==> config.mk <==
export PLATFORM = sky130hd
export DESIGN_NAME = bus_rx_fifo
export DESIGN_NICKNAME = d
export VERILOG_FILES = /design/src/rtl/bus_pkg.sv /design/src/rtl/sat_cnt16.sv /design/src/rtl/bus_rx_fifo.sv
export SDC_FILE = /design/constraint.sdc
export NUM_CORES = 1
export LEC_CHECK = 0
export BUFFER_PORTS_ARGS = -buffer_cell sky130_fd_sc_hd__clkbuf_2
export CORE_MARGIN = 2
export CORE_UTILIZATION = 55
export CTS_CLUSTER_SIZE = 20
export DETAILED_ROUTE_END_ITERATION = 16
export GPL_TIMING_DRIVEN = 0
export PLACE_DENSITY = 0.75
export SETUP_SLACK_MARGIN = 0.15
export SYNTH_ARGS = -nofsm -noshare
export SYNTH_HDL_FRONTEND = slang
export SYNTH_SLANG_ARGS = --single-unit
==> constraint.sdc <==
create_clock -name clk -period 3.78 [get_ports clk]
set_input_delay 0.378 -clock clk [delete_from_list [all_inputs] [get_ports clk]]
set_output_delay 0.378 -clock clk [all_outputs]
set_load 0.05 [all_outputs]
==> src/rtl/bus_pkg.sv <==
// Shared bus packet definitions: destination ID field and broadcast address.
package bus_pkg;

    localparam int unsigned ID_W     = 8;
    localparam logic [ID_W-1:0] BCAST_ID = 8'hFF;
    localparam int unsigned MAX_W    = 64;
    localparam int unsigned PAYLOAD_W = 8;

    // Default 16-bit packet layout; wider users slice the top ID_W bits the same way.
    typedef struct packed {
        logic [ID_W-1:0]      id;
        logic [PAYLOAD_W-1:0] payload;
    } pkt_t;

    function automatic logic [ID_W-1:0] dest_of(input logic [MAX_W-1:0] pkt,
                                                input int unsigned w);
        logic [MAX_W-1:0] shifted;
        shifted = pkt >> (w - ID_W);
        return shifted[ID_W-1:0];
    endfunction

endpackage

==> src/rtl/sat_cnt16.sv <==
// 16-bit event counter that sticks at all-ones.
// Latency: q reflects an inc one edge later.
// Backpressure: none; inc is sampled every cycle.
module sat_cnt16 (
    input  logic        clk,
    input  logic        reset,
    input  logic        inc,
    output logic [15:0] q
);

    logic [15:0] q_q;
    logic [15:0] q_d;

    always_comb begin
        q_d = q_q;
        if (inc && (q_q != 16'hFFFF)) begin
            q_d = q_q + 16'd1;
        end
    end

    always_ff @(posedge clk) begin
        if (reset) begin
            q_q <= '0;
        end else begin
            q_q <= q_d;
        end
    end

    assign q = q_q;

endmodule

==> src/rtl/bus_rx_fifo.sv <==
// Receive-side FWFT FIFO for one bus port, with drop and misroute counters.
// Latency: a push is visible on D_pop one edge later; pops advance D_pop at the edge.
// Backpressure: none toward the bus; pushes arriving while full with no pop are dropped and counted.
module bus_rx_fifo
    import bus_pkg::*;
#(
    parameter int unsigned     width    = 16,
    parameter int unsigned     depth    = 8,
    parameter logic [ID_W-1:0] my_id    = 8'd0,
    parameter logic [ID_W-1:0] bcast_id = BCAST_ID
) (
    input  logic                     clk,
    input  logic                     reset,
    input  logic                     push,
    input  logic [width-1:0]         D_push,
    input  logic                     pop,
    output logic [width-1:0]         D_pop,
    output logic                     pndng,
    output logic                     full,
    output logic [$clog2(depth):0]   count,
    output logic [15:0]              overflow_cnt,
    output logic [15:0]              misroute_cnt
);

    localparam int unsigned PW = $clog2(depth);
    localparam int unsigned CW = PW + 1;

    logic [width-1:0] mem_q [depth];
    logic [PW-1:0]    wr_ptr_q, wr_ptr_d;
    logic [PW-1:0]    rd_ptr_q, rd_ptr_d;
    logic [CW-1:0]    count_q, count_d;

    logic             pop_eff;
    logic             push_acc;
    logic             push_drop;
    logic             misroute;
    logic [ID_W-1:0]  dest;

    // Status comes only from the registered count, so push/pop never reach pndng/full.
    assign pndng = (count_q != '0);
    assign full  = (count_q == CW'(depth));

    assign pop_eff   = pop & pndng & ~reset;
    assign push_acc  = push & ~reset & (~full | pop_eff);
    assign push_drop = push & ~reset & ~push_acc;
    assign dest      = dest_of(MAX_W'(D_push), width);
    assign misroute  = push_acc & (dest != my_id) & (dest != bcast_id);

    always_comb begin
        wr_ptr_d = wr_ptr_q;
        rd_ptr_d = rd_ptr_q;
        count_d  = count_q;
        if (push_acc) begin
            wr_ptr_d = wr_ptr_q + PW'(1);
        end
        if (pop_eff) begin
            rd_ptr_d = rd_ptr_q + PW'(1);
        end
        case ({push_acc, pop_eff})
            2'b10:   count_d = count_q + CW'(1);
            2'b01:   count_d = count_q - CW'(1);
            default: count_d = count_q;
        endcase
    end

    always_ff @(posedge clk) begin
        if (reset) begin
            wr_ptr_q <= '0;
            rd_ptr_q <= '0;
            count_q  <= '0;
        end else begin
            wr_ptr_q <= wr_ptr_d;
            rd_ptr_q <= rd_ptr_d;
            count_q  <= count_d;
        end
    end

    // Storage is deliberately left out of reset.
    always_ff @(posedge clk) begin
        if (push_acc) begin
            mem_q[wr_ptr_q] <= D_push;
        end
    end

    assign D_pop = reset ? '0 : mem_q[rd_ptr_q];
    assign count = count_q;

    sat_cnt16 u_overflow_cnt (
        .clk   (clk),
        .reset (reset),
        .inc   (push_drop),
        .q     (overflow_cnt)
    );

    sat_cnt16 u_misroute_cnt (
        .clk   (clk),
        .reset (reset),
        .inc   (misroute),
        .q     (misroute_cnt)
    );

endmodule

Word-level counts from Yosys, hierarchy flattened --
Memory sizes are Yosys's and may differ from the RTL's. A register that Yosys moved wholly into a read port is not among the register bits. Index checks and enable logic that the tools add are counted.
Storage, ports and cells: memory bits (writable) 128, input bits 20, word-level logic and storage cells 40, memories kept 1, output and inout bits 54, register bits 42
Memories:
- mem_q | words 8, bits a word 16, read ports 1, clocked after Yosys merged registers in 1, wr ports 1, line bus_rx_fifo.sv:28 | logic [width-1:0] mem_q [depth];
Operators by class: bitwise gates (word level) 11, equal/unequal tests 6, add/subtract/negate cells 6, mux-type cells 6, reduce and logical (&&, ||, !) cells 5
Operator list (count):
- 16-bit by 1-bit adder with 16-bit output, second input constant | 2
- 16-bit inequality test, second input constant | 2
- 16-bit two-way mux | 1
- 8-bit inequality test, second input constant | 1
- 4-bit case mux with 2 select lines | 1
- 8-bit nonzero test | 1
- 1-bit AND | 7
- 3-bit by 1-bit adder with 3-bit output, second input constant | 2
- 3-bit two-way mux | 2
- 4-bit by 1-bit adder with 4-bit output, second input constant | 1
- 4-bit equality test, second input constant | 1
- 4-bit nonzero test | 1
- 4-bit by 1-bit subtractor with 4-bit output, second input constant | 1
- 1-bit NOT | 3
- 2-bit by 1-bit equality test with 1-bit output, second input constant | 1
- 2-bit equality test, second input constant | 1
- 1-bit logical AND | 2
- 1-bit two-way mux | 2
- 2-bit nonzero test | 1
- 1-bit bitwise OR | 1

Depth between registers and ports, before layout --
depth after elaboration 8, mapped depth 10, depth with buffers taken out 10

Modules after synthesis --
A second synthesis with hierarchy kept.
Second synthesis, totals: cells, all modules 503, area, all modules 7398.3 sq um
By module, submodules not included:
- bus_rx_fifo | area each 5701.7 sq um, sequential area each 4103.9 sq um, cells an instance 305, instances 1
- sat_cnt16 | area each 848.3 sq um, sequential area each 320.3 sq um, cells an instance 99, instances 2

Worst setup path after synthesis --
No wires, ideal clock.
path type reg-to-reg, start register count_q[0] (netlist: count[0]), end memory mem_q[0][0], enable pin, stages on the path, launching flop included 4, slack 0.600 ns, buffers on the path 0, required time 3.350 ns, library setup time 0.430 ns, data arrival time 2.750 ns, period minus slack after synthesis 3.180 ns, cells stage by stage dfxtp_1 or4b_4 o21ai_0 nor4_1
On the way: cells in the longest elaborated chain, start to end 7, elaborated cells on any way between the ends 9, those cells by class eq/ne (1); mux (2); bitwise (5); reduce/logical (1)
RTL lines:
- start: declaration | line bus_rx_fifo.sv:31 | logic [CW-1:0] count_q, count_d;
- start signal: assignment | line bus_rx_fifo.sv:74 | count_q <= count_d;
- 4-bit nonzero test | line bus_rx_fifo.sv:40 | assign pndng = (count_q != '0);
- 1-bit AND (2 in series) | line bus_rx_fifo.sv:43 | assign pop_eff = pop & pndng & ~reset;
- 1-bit bitwise OR (*) | line bus_rx_fifo.sv:44 | assign push_acc = push & ~reset & (~full | pop_eff);
- 1-bit AND (*) | line bus_rx_fifo.sv:44
- 1-bit two-way mux (*) | line bus_rx_fifo.sv:80 | if (push_acc) begin
- 1-bit two-way mux (not written as such) (*) | line bus_rx_fifo.sv:81 | mem_q[wr_ptr_q] <= D_push;
- end: declaration | line bus_rx_fifo.sv:28
Mark *: on every way between the ends. The rest lies on a longest branch, timed or not.

==> results_tabular.tex <==
\begin{tabular}{lr}
\hline
Metric & Value \\
\hline
\multicolumn{2}{l}{\textbf{Status}} \\
Outcome & complete, no violations \\
\multicolumn{2}{l}{\textbf{STA}} \\
Number of setup violations in the final report & 0 \\
Total count of max-transition violations in the final report & 0 \\
Number of failing hold endpoints at the final stage & 0 \\
Total negative slack & 0 ns \\
Period utilization & 0.800 \\
Slew @ Worst Pin & 1.03 ns \\
Minimum hold slack & 0.237 ns \\
Setup repair after global routing missed its margin & false \\
Clock Skew & slightly below 0.006 ns \\
Shortest clock period the worst path allows after layout & 3.02 ns \\
Worst path setup slack after routing & 0.756 ns \\
Worst max-slew margin expressed relative to the limit & 0.307 \\
Fmax achieved & 0.331 GHz \\
\multicolumn{2}{l}{\textbf{Yosys}} \\
Yosys synthesis warning count & 0 \\
Primary FF master, synth & sky130\_fd\_sc\_hd\_\_edfxtp\_1 \\
Proportion of synthesized flip-flops having asynchronous set or reset & 0 \\
Fraction of the yosys area taken by sequential cells & 0.655 \\
Average cell area after synthesis & 15.1 um2 \\
Nets in the synthesized netlist & 506 \\
Cell area after synthesis & 7240 um2 \\
Unique masters post-synth & 49 \\
Register bit count reported by yosys & 173 \\
Number of flops mapped to enable cells by yosys & 128 \\
Instance count of the mapped netlist & 479 \\
\multicolumn{2}{l}{\textbf{Clocking}} \\
Total clock buffers created by CTS & 17 \\
CTS tree & yes \\
CTS Buffer Depth & 2 \\
Reg clk slew, reported paths & 0.06 ns \\
Total clock sinks & 173 \\
Clock tree root buffer cell & sky130\_fd\_sc\_hd\_\_clkbuf\_16 \\
Number of hold buffers added after cts & 0 \\
Source-to-sink clock delay at the later pin of the worst-skew pair & 0.42 ns \\
H-Tree Level Count & 4 \\
Number of buffers added for setup after CTS & 0 \\
Gates resized, CTS repair & 0 \\
\multicolumn{2}{l}{\textbf{Worst setup path}} \\
Kind of start point of the critical path & flop \\
Worst Setup Path Type & reg -> out \\
Register-to-register path setup slack & between 1 and 1.5 ns \\
Reg2reg path depth & 10 \\
Capture instance of the worst register-to-register path & count[3] \\
Arr. time, crit path & between 2 and 3 ns \\
Largest fanout on the critical path & 10 \\
Launch instance of the worst register-to-register path & count[0] \\
Setup crit end & D\_pop[8] \\
Data required time of the critical path & 3.40 ns \\
Worst setup EP type & output pin \\
\multicolumn{2}{l}{\textbf{Placed design}} \\
Area of placed instances & 7990 um2 \\
Placed Cells incl. Taps & 735 \\
Pre-CTS setup slack & 1.13 ns \\
Placed wire-length estimate after detailed placement & 10.1 mm \\
Placer's final routability congestion estimate & 0.818 \\
Input/output buffers & 72 \\
\multicolumn{2}{l}{\textbf{Routing}} \\
Total Routed Length & 15.0 mm \\
Count of vias placed by the detailed router & 4538 \\
Iter 0 DRT Violations & 331 \\
Count of antenna-violating nets left after detailed routing & 0 \\
Remaining design rule violation count & 0 \\
Length of the first detailed-routing pass in iterations & 7 \\
Number of vias per cell after detailed routing & 5.92 \\
Mean routed wirelength per cell & around 20 um \\
\multicolumn{2}{l}{\textbf{Floorplan}} \\
Die extent in x & 119 um \\
Die H & 119 um \\
Starting utilization of the core area & 0.569 \\
Boundary pin count & 74 \\
Die ar. & $\sim$14000 um2 \\
Row Count & 41 \\
Area of the core & 12700 um2 \\
\multicolumn{2}{l}{\textbf{Global routing}} \\
Number of antenna violations at the first check in global routing & 0 \\
Overall global routing resource usage & 0.227 \\
Via count of the first global-routing pass & 4612 \\
Wire length of the first global-routing pass & 24.1 mm \\
Grt total ovfl & 0 \\
Largest net degree at the start of global routing & 17 \\
\multicolumn{2}{l}{\textbf{Finish}} \\
Fraction of final layout cells with drive strength greater than 1 & 0.293 \\
Area overhead of the layout relative to synthesis & 17.7\% \\
Number of antenna diodes & 0 \\
Most common cell after layout, fill and taps aside & sky130\_fd\_sc\_hd\_\_edfxtp\_1 \\
Utilization after layout & 0.670 \\
Count of nets after finishing & 609 \\
Design Area, Final & 8530 um2 \\
Number of cells in the finished layout apart from fillers & 766 \\
Highest-count cells in the layout ignoring fill and taps & 128 x sky130\_fd\_sc\_hd\_\_edfxtp\_1, 72 x sky130\_fd\_sc\_hd\_\_clkbuf\_2, 47 x sky130\_fd\_sc\_hd\_\_nor2\_1 \\
\multicolumn{2}{l}{\textbf{Min path}} \\
Hold crit path type & in -> reg \\
\multicolumn{2}{l}{\textbf{Pwr}} \\
IR drop worst, VDD & 0.000305 V \\
Static leakage & 2.86 nW \\
Power density over the cells & 477 nW/um2 \\
Total power of the final layout & about 4.1 mW \\
\multicolumn{2}{l}{\textbf{Run}} \\
Number of violations of the max-capacitance limit & 0 \\
\hline
\end{tabular}
## sequential cells by signal, summed over array words and instances, names as in the netlist, named ones only
name,count
count,4
u_overflow_cnt.q,16
u_misroute_cnt.q,16
rd_ptr_q,3
mem_q,128
wr_ptr_q,3
## how the worst min path moves through the flow
stage                          from  cells after the start                   end  slack [ns]
2_1_floorplan           rd_ptr_q[1]                      2                  flop        0.45
6_report                  D_push[4]                      1           mem_q[4][4]        0.24
4_1_cts                   D_push[3]                      1           mem_q[5][3]        0.21
3_5_place_dp   u_misroute_cnt.q[12]                      2  u_misroute_cnt.q[12]        0.49
3_3_place_gp   u_misroute_cnt.q[12]                      2  u_misroute_cnt.q[12]        0.48
5_1_grt                   D_push[3]                      1           mem_q[6][3]        0.23
## cells by family (layout without fill, tap and decap cells)
| kind of cell | Yosys count | in the layout | share of synthesized area |
|---|---|---|---|
| AO/OA/AOI/OAI | 41 | 41 | 0.0413 |
| XOR/XNOR | 19 | 19 | 0.0230 |
| adder cells (fa/ha/maj) | 7 | 7 | 0.0131 |
| buffers and inverters | 30 | 145 | 0.0200 |
| flip-flops | 173 | 173 | 0.655 |
| multiplexers | 52 | 52 | 0.128 |
| AND/OR/NAND/NOR | 157 | 157 | 0.120 |
## cell type report
class	count	area [um2]
clock buffers	21	440
clock inverters	10	98.8
inverters	8	31.3
fillers	943	4200
repair buffers	84	495
flip-flops and latches	173	4740
well taps	172	215
multi-input cells	276	2390
plain buffers	22	114
## worst max-delay path, stage by stage, from the launching register on
cell and delay [ns]:
sky130_fd_sc_hd__dfxtp_1 0.30, sky130_fd_sc_hd__buf_1 0.47, sky130_fd_sc_hd__clkbuf_1 0.75, sky130_fd_sc_hd__mux2i_1 0.22
sky130_fd_sc_hd__nor2_1 0.17, sky130_fd_sc_hd__clkbuf_2 0.30
## synth_stat cells, types with 2 or more instances
cell | count | area (um2)
sky130_fd_sc_hd__nor4_2 | 2 | 25.0
sky130_fd_sc_hd__nand2b_1 | 4 | 25.0
sky130_fd_sc_hd__buf_6 | 2 | 22.5
sky130_fd_sc_hd__xnor2_1 | 17 | 149
sky130_fd_sc_hd__and3_1 | 3 | 18.8
sky130_fd_sc_hd__or3_1 | 2 | 12.5
sky130_fd_sc_hd__nor3_1 | 10 | 50.1
sky130_fd_sc_hd__or4_1 | 10 | 75.1
sky130_fd_sc_hd__o41ai_1 | 6 | 52.6
sky130_fd_sc_hd__and4_1 | 4 | 35.0
sky130_fd_sc_hd__nor4_4 | 3 | 63.8
sky130_fd_sc_hd__a21o_1 | 3 | 22.5
sky130_fd_sc_hd__nor2_1 | 50 | 188
sky130_fd_sc_hd__o31ai_1 | 7 | 52.6
sky130_fd_sc_hd__inv_1 | 7 | 26.3
sky130_fd_sc_hd__o21ai_0 | 3 | 15.0
sky130_fd_sc_hd__clkbuf_1 | 10 | 37.5
sky130_fd_sc_hd__a21oi_1 | 10 | 50.1
sky130_fd_sc_hd__nand3_1 | 15 | 75.1
sky130_fd_sc_hd__o311ai_0 | 5 | 43.8
sky130_fd_sc_hd__nand2_1 | 27 | 101
sky130_fd_sc_hd__nor2b_1 | 2 | 12.5
sky130_fd_sc_hd__xor2_1 | 2 | 17.5
sky130_fd_sc_hd__nor3b_2 | 2 | 25.0
sky130_fd_sc_hd__buf_2 | 7 | 35.0
sky130_fd_sc_hd__edfxtp_1 | 128 | 3840
sky130_fd_sc_hd__mux2i_1 | 19 | 190
sky130_fd_sc_hd__buf_4 | 2 | 15.0
sky130_fd_sc_hd__ha_1 | 6 | 75.1
sky130_fd_sc_hd__mux4_2 | 32 | 721
sky130_fd_sc_hd__nand4_1 | 12 | 75.1
sky130_fd_sc_hd__dfxtp_1 | 45 | 901
sky130_fd_sc_hd__nor4_1 | 6 | 37.5
## layer usage
metal / global-route usage / routed length, um
met3: 0.0492 / 805
met4: 0.0781 / 208
met5: 0 / 0
met1: 0.300 / 6490
met2: 0.373 / 7530
## power by group
group | switching [mW] | internal (mW) | leakage [nW]
sequential | 0.0218 | 2.07 | 1.52
clock | 0.651 | 0.955 | 0.255
combinational | 0.241 | 0.131 | 1.08
No activity file was read; power rests on OpenSTA's default activity.
